<file path="src/rtl/jtopl_wrbuf_pkg.sv">
// jtopl_wrbuf_pkg
// Shared definitions for the OPL register-port write buffer:
//   - pacing FSM state enum
//   - default timing constants (reusable by an OPL3 variant)
//   - FIFO entry layout and a counter-width helper
package jtopl_wrbuf_pkg;

    typedef enum logic [1:0] {
        IDLE   = 2'd0,
        STROBE = 2'd1,
        GAP    = 2'd2
    } wrbuf_state_t;

    // Default pacing, in cen ticks
    localparam int DEF_DEPTH      = 16;
    localparam int DEF_STROBE_LEN = 2;
    localparam int DEF_ADDR_WAIT  = 12;
    localparam int DEF_DATA_WAIT  = 84;

    localparam int ENTRY_W = 9;

    typedef struct packed {
        logic       addr;
        logic [7:0] data;
    } wr_entry_t;

    function automatic int max3(input int a, input int b, input int c);
        int m;
        m = a;
        if (b > m) m = b;
        if (c > m) m = c;
        return m;
    endfunction

    // Enough bits to hold (largest duration - 1); never narrower than 1 bit.
    function automatic int cnt_width(input int s, input int a, input int d);
        int m;
        m = max3(s, a, d);
        if (m <= 2) return 1;
        return $clog2(m);
    endfunction

endpackage

</file>
<file path="src/rtl/jtopl_wrfifo.sv">
// jtopl_wrfifo
// Synchronous DEPTH x W FIFO with show-ahead read.
//   clk, rst : clock, synchronous active-high reset (flushes contents)
//   push     : write request; ignored while full (even if pop is high)
//   pop      : read request; ignored while empty
//   din      : write data
//   dout     : head entry (valid while level != 0)
//   full     : registered, level == DEPTH
//   level    : registered entry count
module jtopl_wrfifo #(
    parameter  int DEPTH = 16,
    parameter  int W     = 9,
    localparam int AW    = $clog2(DEPTH),
    localparam int LW    = AW + 1
) (
    input  logic          clk,
    input  logic          rst,
    input  logic          push,
    input  logic          pop,
    input  logic [W-1:0]  din,
    output logic [W-1:0]  dout,
    output logic          full,
    output logic [LW-1:0] level
);

    logic [W-1:0]  mem [DEPTH];
    logic [AW-1:0] wr_ptr;
    logic [AW-1:0] rd_ptr;
    logic [LW-1:0] level_n;
    logic          push_ok;
    logic          pop_ok;

    // Admission uses the registered full flag, so a same-cycle pop never
    // makes room for a push.
    assign push_ok = push && !full;
    assign pop_ok  = pop && (level != '0);

    always_comb begin
        level_n = level;
        case ({push_ok, pop_ok})
            2'b10:   level_n = level + 1'b1;
            2'b01:   level_n = level - 1'b1;
            default: level_n = level;
        endcase
    end

    always_ff @(posedge clk) begin
        if (rst) begin
            wr_ptr <= '0;
            rd_ptr <= '0;
            level  <= '0;
            full   <= 1'b0;
        end else begin
            if (push_ok) wr_ptr <= wr_ptr + 1'b1;
            if (pop_ok)  rd_ptr <= rd_ptr + 1'b1;
            level <= level_n;
            full  <= (level_n == LW'(DEPTH));
        end
    end

    always_ff @(posedge clk) begin
        if (push_ok) mem[wr_ptr] <= din;
    end

    assign dout = mem[rd_ptr];

endmodule

</file>
<file path="src/rtl/jtopl_wrbuf.sv">
// jtopl_wrbuf
// Write buffer and pacer between the CPU bus and the jtopl register port.
// CPU writes are queued at bus speed and replayed as cs_n/wr_n strobes,
// each followed by the OPL recovery gap (longer after a data-port write).
//   rst, clk   : synchronous active-high reset, system clock
//   cen        : clock enable shared with jtopl; all pacing counts cen ticks
//   cpu_din    : write data
//   cpu_addr   : 0 = address port, 1 = data port
//   cpu_wr     : one-clk write request, sampled every clk
//   full       : FIFO full, a cpu_wr now is dropped
//   empty      : FIFO empty and pacer idle
//   level      : entries stored
//   overflow   : sticky drop flag, cleared only by rst
//   opl_din, opl_addr, opl_cs_n, opl_wr_n : to jtopl register port
//
// Handshake: cpu_wr acts as valid and !full as ready; a write is taken on
// any clk where cpu_wr && !full, otherwise it is lost and overflow is set.
module jtopl_wrbuf
    import jtopl_wrbuf_pkg::*;
#(
    parameter  int DEPTH      = DEF_DEPTH,
    parameter  int STROBE_LEN = DEF_STROBE_LEN,
    parameter  int ADDR_WAIT  = DEF_ADDR_WAIT,
    parameter  int DATA_WAIT  = DEF_DATA_WAIT,
    localparam int LW         = $clog2(DEPTH) + 1
) (
    input  logic          rst,
    input  logic          clk,
    input  logic          cen,
    input  logic [7:0]    cpu_din,
    input  logic          cpu_addr,
    input  logic          cpu_wr,
    output logic          full,
    output logic          empty,
    output logic [LW-1:0] level,
    output logic          overflow,
    output logic [7:0]    opl_din,
    output logic          opl_addr,
    output logic          opl_cs_n,
    output logic          opl_wr_n
);

    localparam int CNT_W = cnt_width(STROBE_LEN, ADDR_WAIT, DATA_WAIT);
    localparam logic [CNT_W-1:0] STROBE_LOAD = CNT_W'(STROBE_LEN - 1);
    localparam logic [CNT_W-1:0] ADDR_LOAD   = CNT_W'(ADDR_WAIT - 1);
    localparam logic [CNT_W-1:0] DATA_LOAD   = CNT_W'(DATA_WAIT - 1);

    wrbuf_state_t     state, state_n;
    logic [CNT_W-1:0] cnt, cnt_n;
    logic             strobe_n, strobe_n_n;
    logic [7:0]       din_n;
    logic             addr_n;
    logic             fifo_pop;
    logic [8:0]       fifo_dout;
    wr_entry_t        head;

    assign head = wr_entry_t'(fifo_dout);

    jtopl_wrfifo #(
        .DEPTH (DEPTH),
        .W     (ENTRY_W)
    ) u_fifo (
        .clk   (clk),
        .rst   (rst),
        .push  (cpu_wr),
        .pop   (fifo_pop),
        .din   ({cpu_addr, cpu_din}),
        .dout  (fifo_dout),
        .full  (full),
        .level (level)
    );

    // Pacing FSM: everything advances only on cen-high clocks, so strobe
    // and gap lengths are in cen ticks and each strobe spans STROBE_LEN
    // jtopl sample edges.
    always_comb begin
        state_n    = state;
        cnt_n      = cnt;
        strobe_n_n = strobe_n;
        din_n      = opl_din;
        addr_n     = opl_addr;
        fifo_pop   = 1'b0;
        if (cen) begin
            case (state)
                IDLE: begin
                    if (level != '0) begin
                        fifo_pop   = 1'b1;
                        din_n      = head.data;
                        addr_n     = head.addr;
                        strobe_n_n = 1'b0;
                        cnt_n      = STROBE_LOAD;
                        state_n    = STROBE;
                    end
                end
                STROBE: begin
                    if (cnt == '0) begin
                        strobe_n_n = 1'b1;
                        // Data-port writes need the long recovery gap.
                        cnt_n      = opl_addr ? DATA_LOAD : ADDR_LOAD;
                        state_n    = GAP;
                    end else begin
                        cnt_n = cnt - 1'b1;
                    end
                end
                GAP: begin
                    if (cnt == '0) begin
                        state_n = IDLE;
                    end else begin
                        cnt_n = cnt - 1'b1;
                    end
                end
                default: begin
                    state_n    = IDLE;
                    strobe_n_n = 1'b1;
                end
            endcase
        end
    end

    always_ff @(posedge clk) begin
        if (rst) begin
            state    <= IDLE;
            cnt      <= '0;
            strobe_n <= 1'b1;
            opl_din  <= 8'h00;
            opl_addr <= 1'b0;
            overflow <= 1'b0;
        end else begin
            state    <= state_n;
            cnt      <= cnt_n;
            strobe_n <= strobe_n_n;
            opl_din  <= din_n;
            opl_addr <= addr_n;
            if (cpu_wr && full) overflow <= 1'b1;
        end
    end

    assign opl_cs_n = strobe_n;
    assign opl_wr_n = strobe_n;
    assign empty    = (level == '0) && (state == IDLE);

endmodule

</file>
<file path="config.mk">
export PLATFORM = sky130hd
export DESIGN_NAME = jtopl_wrbuf
export DESIGN_NICKNAME = d
export VERILOG_FILES = /design/src/rtl/jtopl_wrbuf_pkg.sv /design/src/rtl/jtopl_wrfifo.sv /design/src/rtl/jtopl_wrbuf.sv
export SDC_FILE = /design/constraint.sdc
export NUM_CORES = 1
export LEC_CHECK = 0
export CELL_PAD_IN_SITES_DETAIL_PLACEMENT = 1
export CELL_PAD_IN_SITES_GLOBAL_PLACEMENT = 2
export CORE_AREA = 2 2 176 92
export CTS_BUF_LIST = sky130_fd_sc_hd__clkbuf_4
export DETAILED_ROUTE_END_ITERATION = 8
export DIE_AREA = 0 0 178 94
export PLACE_DENSITY_LB_ADDON = 0.12
export SYNTH_ARGS = -nofsm -noshare
export SYNTH_HDL_FRONTEND = slang
export SYNTH_SLANG_ARGS = --single-unit
</file>
<file path="constraint.sdc">
create_clock -name clk -period 7.55 [get_ports clk]
set_input_delay 2.265 -clock clk [delete_from_list [all_inputs] [get_ports clk]]
set_output_delay 2.265 -clock clk [all_outputs]
set_load 0.02 [all_outputs]
</file>
# == Word level (Yosys, flattened, before mapping) ==
# Memory sizes are Yosys's and may differ from the RTL's. A register that Yosys moved wholly into a read port is not among the register bits.
# Index checks and enable logic that the tools add are counted.
# op_classes
add_sub_neg,5
muxes,18
bitwise,1
reduce_logical,14
n_eq_ne,9
# ops
operator,count
$mux W7,4
$pmux W7 S3,1
$reduce_and A4 Y1,3
$pmux W5 S2,1
$add A4 B1 Y4 const B,2
$ne A2 B2 Y1 const B,4
$logic_not A7 Y1,1
$mux W1,7
$sub A7 B1 Y7 const B,1
$mux W2,3
$pmux W2 S3,1
$add A5 B1 Y5 const B,1
$eq A5 B5 Y1 const B,1
$logic_not A5 Y1,1
$reduce_bool A5 Y1,1
$sub A5 B1 Y5 const B,1
$eq A2 B1 Y1 const B,2
$eq A2 B2 Y1 const B,2
$logic_and A1 B1 Y1,4
$pmux W1 S3,1
$reduce_and A3 Y1,1
$reduce_bool A3 Y1,1
$logic_not A2 Y1,1
$logic_not A1 Y1,1
$not A1 Y1,1
# word_totals
ramBits,144
word_cells,56
output_inout_bits,19
reg_bits,25
in_bits,13
mem_count,1
# memory_table
memory,depth,word_bits,rd,rd_ports_with_merged_regs,write_ports,line,source
u_fifo.mem,16,9,1,1,1,jtopl_wrfifo.sv:26,logic [W-1:0] mem [DEPTH];

# == Longest topological paths before layout ==
# Gate-level depths: netlist (run 1).
# logic_depth
word_depth,8
depth_mapped,12

# == Cells and area by module ==
# Synthesis (run 1) repeated with hierarchy kept, for this count alone.
# unflattened
cells_unflattened,447
hier_area_um2,7639.8
# modules_own_cells
mod,n_inst,seq_area_each_um2,cells_per_inst,area_each_um2
jtopl_wrfifo,1,4684.5,314,6457.4
jtopl_wrbuf,1,400.4,133,1182.4

# == Worst setup path before layout (run 1) ==
# No wires, ideal clock.
# synth_timing
path_type,input -> register
start,in cpu_wr
end,reg u_fifo.full
arrival_time_ps,4154
cell_stages,11
setup_slack_ps,3308
path_buffers,1
required_time_ps,7462
cell_sequence,nor2b_4 buf_6 a211oi_2 xor2_1 ha_1 a21oi_1 o311ai_1 or3_1 a31oi_1 xnor2_1 nor4_2
# synth_via
elab_chain_cells,4
# synth_rtl
element,line,source
start: declaration,jtopl_wrbuf.sv:32,"input logic cpu_wr,"
$logic_and A1 B1 Y1 (*),jtopl_wrfifo.sv:35,assign push_ok = push && !full;
$eq A2 B1 Y1 or $eq A2 B2 Y1 (tied branches),jtopl_wrfifo.sv:40,"case ({push_ok, pop_ok})"
$pmux W5 S2 (*),jtopl_wrfifo.sv:40,
$eq A5 B5 Y1 (*),jtopl_wrfifo.sv:57,full <= (level_n == LW'(DEPTH));
end signal: assignment,jtopl_wrfifo.sv:57,
end: declaration,jtopl_wrfifo.sv:22,"output logic full,"
# Mark *: on every way between the ends. The rest lies on a longest branch, timed or not.
# A chain may end at the register's enable or synchronous reset.

# == Worst setup path in the final report (run 1) ==
# layout_timing
start,in cen
end,reg u_fifo.full
# layout_via
elab_chain_cells,5
# layout_rtl
element,line,source
start: declaration,jtopl_wrbuf.sv:29,"input logic cen,"
$mux W1 (*),jtopl_wrbuf.sv:83,if (cen) begin
$logic_and A1 B1 Y1 (*),jtopl_wrfifo.sv:36,assign pop_ok = pop && (level != '0);
$eq A2 B1 Y1 or $eq A2 B2 Y1 (tied branches),jtopl_wrfifo.sv:40,
$pmux W5 S2 (*),jtopl_wrfifo.sv:40,
$eq A5 B5 Y1 (*),jtopl_wrfifo.sv:57,
# Marked as above.

==> results of run 1 <==
worst max-delay path by stage:
stage | depth (start not counted) | startpoint | to | slack, ns
final | 11 | cen | u_fifo.full | 2.70
after global routing | 11 | cen | u_fifo.full | 2.45
after CTS | 11 | cen | u_fifo.full | 2.73
after detailed placement | 11 | cen | u_fifo.full | 2.10
after global placement | 11 | cen | u_fifo.full | 2.33
after floorplan | 11 | cpu_wr | u_fifo.full | 3.31
synth_stat cells, types with 5 or more instances:
cell type  count  share of area, %
a22oi_1       19               1.9
xor2_1        10               1.2
a21oi_1       34               2.3
edfxtp_1     144                58
ha_1          14               2.4
dfxtp_1       34               9.2
o21ai_1        6              0.40
buf_2          8              0.54
inv_1         10              0.50
nand2b_1       5              0.42
nand2_1       20               1.0
clkbuf_1      10              0.50
nor3_1         8              0.54
mux4_2        36                11
o21ai_0        6              0.40
buf_4          6              0.61
nor2_1        44               2.2
report_power, final:
group	internal, mW	total [mW]	switching, mW
Sequential	1.12	1.18	0.0622
Clock	0.152	0.527	0.375
Combinational	0.304	0.719	0.415
through the flow:
stage	power [mW]	hold slack, ns	utilization [%]	area [um2]
after global placement	1.90	0.453	52.4	7910
after global routing	2.56	0.538	54.2	8190
after floorplan	1.69	0.445	-	7440
after CTS	2.44	0.508	54.2	8190
after detailed placement	1.92	0.466	52.4	7910
final	2.42	0.496	54.2	8190
per-layer routing:
metal	wire length, um	vias to the layer above
met4	126	0
met3	1010	14
met1	8940	2214
met5	0	-
met2	7100	124
li1	-	1931
state kept, by name (all words and copies together) (netlist names):
register       count
opl_cs_n           1
overflow           1
opl_din            8
u_fifo.mem       144
cnt                7
u_fifo.wr_ptr      4
u_fifo.full        1
u_fifo.rd_ptr      4
state              2
u_fifo.level       5
opl_addr           1
critical path: stages:
cell             delay, ns
clkdlybuf4s50_1       0.51
nand2_2               0.21
or2_1                 0.62
inv_2                 0.16
ha_1                  0.33
a21oi_1               0.22
o311ai_1              0.12
or3_1                 0.32
a31oi_1               0.20
xnor2_1               0.12
nor4_2                0.24
final cells by class:
cell class	count	area, um2	share of cell area [%]
clock buffer	18	135	1.65
clock inverter	14	138	1.68
inverter	12	45.0	0.550
multi-input combinational	263	2240	27.4
sequential	178	5010	61.2
tap	204	255	3.12
timing repair buffer	38	363	4.43
logic make-up after synthesis:
logic type / count (synthesis)
flip-flops: 178
AND/OR/NAND/NOR: 107
AO/OA/AOI/OAI: 90
buffers and inverters: 40
multiplexers: 38
XOR/XNOR: 14
adder cells (fa/ha/maj): 14
==> metrics.cfg, run 1 <==
[worst_setup_path]
cp_max_fo = 20
endpoint_kind = flip-flop
required_ns = 8.03
arrival_ns = 5.33
timing.rr.start = u_fifo.level[0]
reg2reg_depth = 11
worst_setup_path_start_kind = primary input
r2r_end = u_fifo.full
critPathKind = primary input to flip-flop
regToRegSetupSlack_ns = 4.07

[detailed_routing]
ant_nets = 0
vias = 4283
wire_per_inst_um = 23.6
drt_pass1_iterations = 5
drt_iter0_markers = 491
wl_um = 17200
drc = 0
via_per_inst = 5.89

[cts]
htreeDepth = 4
clk_latency_ns = 0.57
path_clk_slew_ns = 0.17
numCtsBuffers = 17
post-cts-setup-buffers = 0
clock-root-buffer = clkbuf_4
hold_buffers = 0
cts_tree = yes
numClockSinks = 178
cts_buffer_depth = 2
cts_resized = 0

[floorplan]
die_y_um = 94
fp-row-count = 32
core_mm2 = 0.0151
dieArea_mm2 = 0.0167
initial_core_util_pct = 49.3
die_width_um = 178
pin_count = 32

[placement]
hpwl_um = 11800
pre_cts_ws_ns = 2.10
portBuffers = 31
gp_congestion = 0.809
post-place-cells = 695

[global_route]
grt_use_total_pct = 22.6
globalRouteMet3Util_pct = 5.38
antenna_found_initial = 0
overflow = 0
grt_max_degree = 40
met2_usage_pct = 30.7
use_met1_pct = 36.4
grt_pass1_wl_um = 27200
first_global_vias = 4460
grt_busiest_layer = met1

[pwr]
leakage_nw = 2.62
ir_drop_mv = 0.0951
pwr_density_cell_mw_per_mm2 = 296

[sta]
finalSetupTns_ns = 0
finalMaxSlewViolations = 0
max-slew-margin-rel_pct = 12.0
min_period_over_period_pct = 64.2
finalWorstSetupSlack_ns = 2.70
worst_slew_pin_slew_ns = 1.31
rsz0062_at_grt = no
clock_skew_ns = 0.0368
clock.fmax_ghz = 0.206
hold_violations = 0
setup_viol = 0
period_minus_slack_ns = 4.85

[logic_synthesis]
syn_area_mm2 = 0.00744
synth_nets = 508
synthSimpleGateAreaFrac_pct = 7.08
seq_area_frac_synth_pct = 67.3
synthAdderAreaFrac_pct = 2.35
ys_ff_latch = 178
synthArstFlopShare_pct = 0
synthCells = 481
syn_area_per_cell_um2 = 15.5
synth_ff_type = edfxtp_1
synth_top_family_by_area = multiplexers
synth_compound_area_share_pct = 7.91
synthMuxAreaShare_pct = 11.2
yosysWarnings = 0
yosysUniqueCellTypes = 55
synth_xor_area_share_pct = 1.65
synth-edff-count = 144

[finish]
final_cell_mix = 144 x edfxtp_1, 44 x nor2_1, 36 x mux4_2
layoutNonFillerInstCount = 727
final_nets = 537
antennaDiodeCount = 0
drive_above_1_share_pct = 16.8
final_common_cell = edfxtp_1
area_growth_pct = 10.0
fillers = 1436

[min_path]
worstHoldStart = overflow
holdPathEnd = overflow
min_path_type = flip-flop to flip-flop
min_path_cells = 2

[run]
cap_violations = 0

[status]
outcome = complete, no violations

No activity file was read; power rests on OpenSTA's default activity.
==> run 2: changes to the inputs <==
--- a/config.mk
+++ b/config.mk
@@ -7,10 +7,10 @@
 export LEC_CHECK = 0
 export CELL_PAD_IN_SITES_DETAIL_PLACEMENT = 1
 export CELL_PAD_IN_SITES_GLOBAL_PLACEMENT = 2
-export CORE_AREA = 2 2 176 92
+export CORE_AREA = 2 2 192 100
 export CTS_BUF_LIST = sky130_fd_sc_hd__clkbuf_4
 export DETAILED_ROUTE_END_ITERATION = 8
-export DIE_AREA = 0 0 178 94
+export DIE_AREA = 0 0 194 102
 export PLACE_DENSITY_LB_ADDON = 0.12
 export SYNTH_ARGS = -nofsm -noshare
 export SYNTH_HDL_FRONTEND = slang
==> constraint.sdc (replaced) <==
create_clock -name clk -period 4.2 [get_ports clk]
set_input_delay 1.26 -clock clk [delete_from_list [all_inputs] [get_ports clk]]
set_output_delay 1.26 -clock clk [all_outputs]
set_load 0.02 [all_outputs]
==> metrics.cfg, run 2 (synthesized netlist as in run 1, its figures left out) <==
[finish]
drive_above_1_share_pct = 18.8  ; +2.0 points
area_growth_pct = 12.2
final_nets = 551  ; +2.6%
final_common_cell = edfxtp_1
register_area_mm2 = 0.00501  ; unchanged
fillers = 1786  ; +24%
reg.largest.list = u_fifo.mem x144, opl_din x8, cnt x7
utilization_pct = 46.2  ; -8.0 points
antennaDiodeCount = 0  ; unchanged
multi_input_area_mm2 = 0.00224  ; unchanged
final_cell_mix = 144 x edfxtp_1, 44 x nor2_1, 36 x mux4_2
largest_reg_flops = 144  ; unchanged
regMostFlops = u_fifo.mem

[placement]
gp_congestion = 0.775  ; -4.3%
portBuffers = 31  ; unchanged
hpwl_um = 12000  ; +1.7%

[cts]
post-cts-setup-buffers = 0  ; unchanged
cts_tree = yes
cts_resized = 0  ; unchanged
clk_latency_ns = 0.55  ; -0.02 ns
path_clk_slew_ns = 0.15  ; -0.02 ns
clock-root-buffer = clkbuf_4
numCtsBuffers = 17  ; unchanged
numClockSinks = 178  ; unchanged
htreeDepth = 4  ; unchanged
hold_buffers = 0  ; unchanged
cts_buffer_depth = 2  ; unchanged

[floorplan]
dieArea_mm2 = 0.0198  ; +18%
core_mm2 = 0.0180  ; +20%
die_y_um = 102  ; +8.5%
pin_count = 32  ; unchanged
fp-row-count = 35  ; +9.4%
initial_core_util_pct = 41.2  ; -8.1 points
die_width_um = 194  ; +9.0%

[worst_setup_path]
worst_setup_path_start_kind = flip-flop
regToRegSetupSlack_ns = 1.19  ; -2.88 ns
endpoint_kind = primary output
critPathKind = flip-flop to primary output
r2r_end = u_fifo.full
reg2reg_depth = 12  ; +1
timing.rr.start = state[1]
cp_max_fo = 10  ; -50%
required_ns = 2.94  ; -5.09 ns
arrival_ns = 2.30  ; -3.03 ns

[global_route]
overflow = 0  ; unchanged
globalRouteMet3Util_pct = 3.63  ; -1.7 points
grt_busiest_layer = met1
grt_use_total_pct = 19.0  ; -3.6 points
met2_usage_pct = 26.0  ; -4.7 points
use_met1_pct = 30.9  ; -5.5 points
first_global_vias = 4392  ; -1.5%
antenna_found_initial = 0  ; unchanged
grt_max_degree = 40  ; unchanged
grt_pass1_wl_um = 27400  ; +0.40%

[detailed_routing]
ant_nets = 0  ; unchanged
wl_um = 17700  ; +3.3%
drt_iter0_markers = 293  ; -40%
drc = 0  ; unchanged
wire_per_inst_um = 22.8  ; -3.4%
drt_pass1_iterations = 5  ; unchanged
via_per_inst = 5.48  ; -7.0%
vias = 4256  ; -0.63%

[pwr]
pwr_density_cell_mw_per_mm2 = 525  ; +77%
leakage_nw = 2.70  ; +3.2%
ir_drop_mv = 0.206  ; +120%

[sta]
rsz0062_at_grt = no
clock.fmax_ghz = 0.281
worst_slew_pin_slew_ns = 1.02  ; -0.297 ns
hold_violations = 0  ; unchanged
period_minus_slack_ns = 3.56
clock_skew_ns = 0.0300  ; -0.00676 ns
max-slew-margin-rel_pct = 32.0  ; +20 points
min_period_over_period_pct = 84.7
setup_viol = 0  ; unchanged
finalMaxSlewViolations = 0  ; unchanged
finalSetupTns_ns = 0  ; unchanged

[min_path]
min_path_cells = 2  ; unchanged
worstHoldStart = cnt[1]
min_path_type = flip-flop to flip-flop
holdPathEnd = cnt[1]

[status]
outcome = complete, no violations

[run]
cap_violations = 0  ; unchanged

-- run 2: power by group --
group          leakage [nW]  switching (mW)  total, mW  internal (mW)
Sequential             1.58           0.127       2.13           2.01
Clock                 0.153           0.591      0.940          0.349
Combinational         0.971           0.748       1.31          0.561
-- run 2: worst max-delay path, cell delays in order (launching register included) --
cell and delay [ns]:
dfxtp_1 0.48, nor3_2 0.44, and3_1 0.22, clkdlybuf4s50_1 0.60
-- run 2: worst max-delay path by stage --
stage / end / startpoint / slack (ns) / cells after the start
after floorplan: u_fifo.full / cpu_wr / 0.96 / 11
after global placement: u_fifo.full / cen / 0.34 / 11
after detailed placement: u_fifo.full / cen / 0.26 / 11
after CTS: empty / u_fifo.level[0] / 0.61 / 3
after global routing: empty / state[1] / 0.53 / 4
final: empty / u_fifo.level[0] / 0.64 / 3
-- run 2: per-layer routing --
layer	vias up	wire (um)
met1	2195	9360
li1	1948	-
met2	100	7160
met3	13	1100
met4	0	128
met5	-	0
-- run 2: final cells by class --
type                       instances  share of cell area, %
sequential                       178                   60.0
clock inverter                    15                   1.68
multi-input combinational        263                   26.9
clock buffer                      17                   1.53
timing repair buffer              52                   5.76
tap                              240                   3.60
inverter                          12                  0.540
-- run 2: per-stage QoR --
stage | instance area, um2 | instances | power (mW) | hold slack [ns] | worst slack, ns
final | 8340 | 777 | 4.38 | 0.502 | 0.644
after global routing | 8340 | 777 | 4.64 | 0.539 | 0.530
after CTS | 8340 | 777 | 4.43 | 0.508 | 0.608
after detailed placement | 8080 | 745 | 3.48 | 0.469 | 0.259
after global placement | 8080 | 745 | 3.46 | 0.456 | 0.344
after floorplan | 7440 | 481 | 3.04 | 0.445 | 0.963
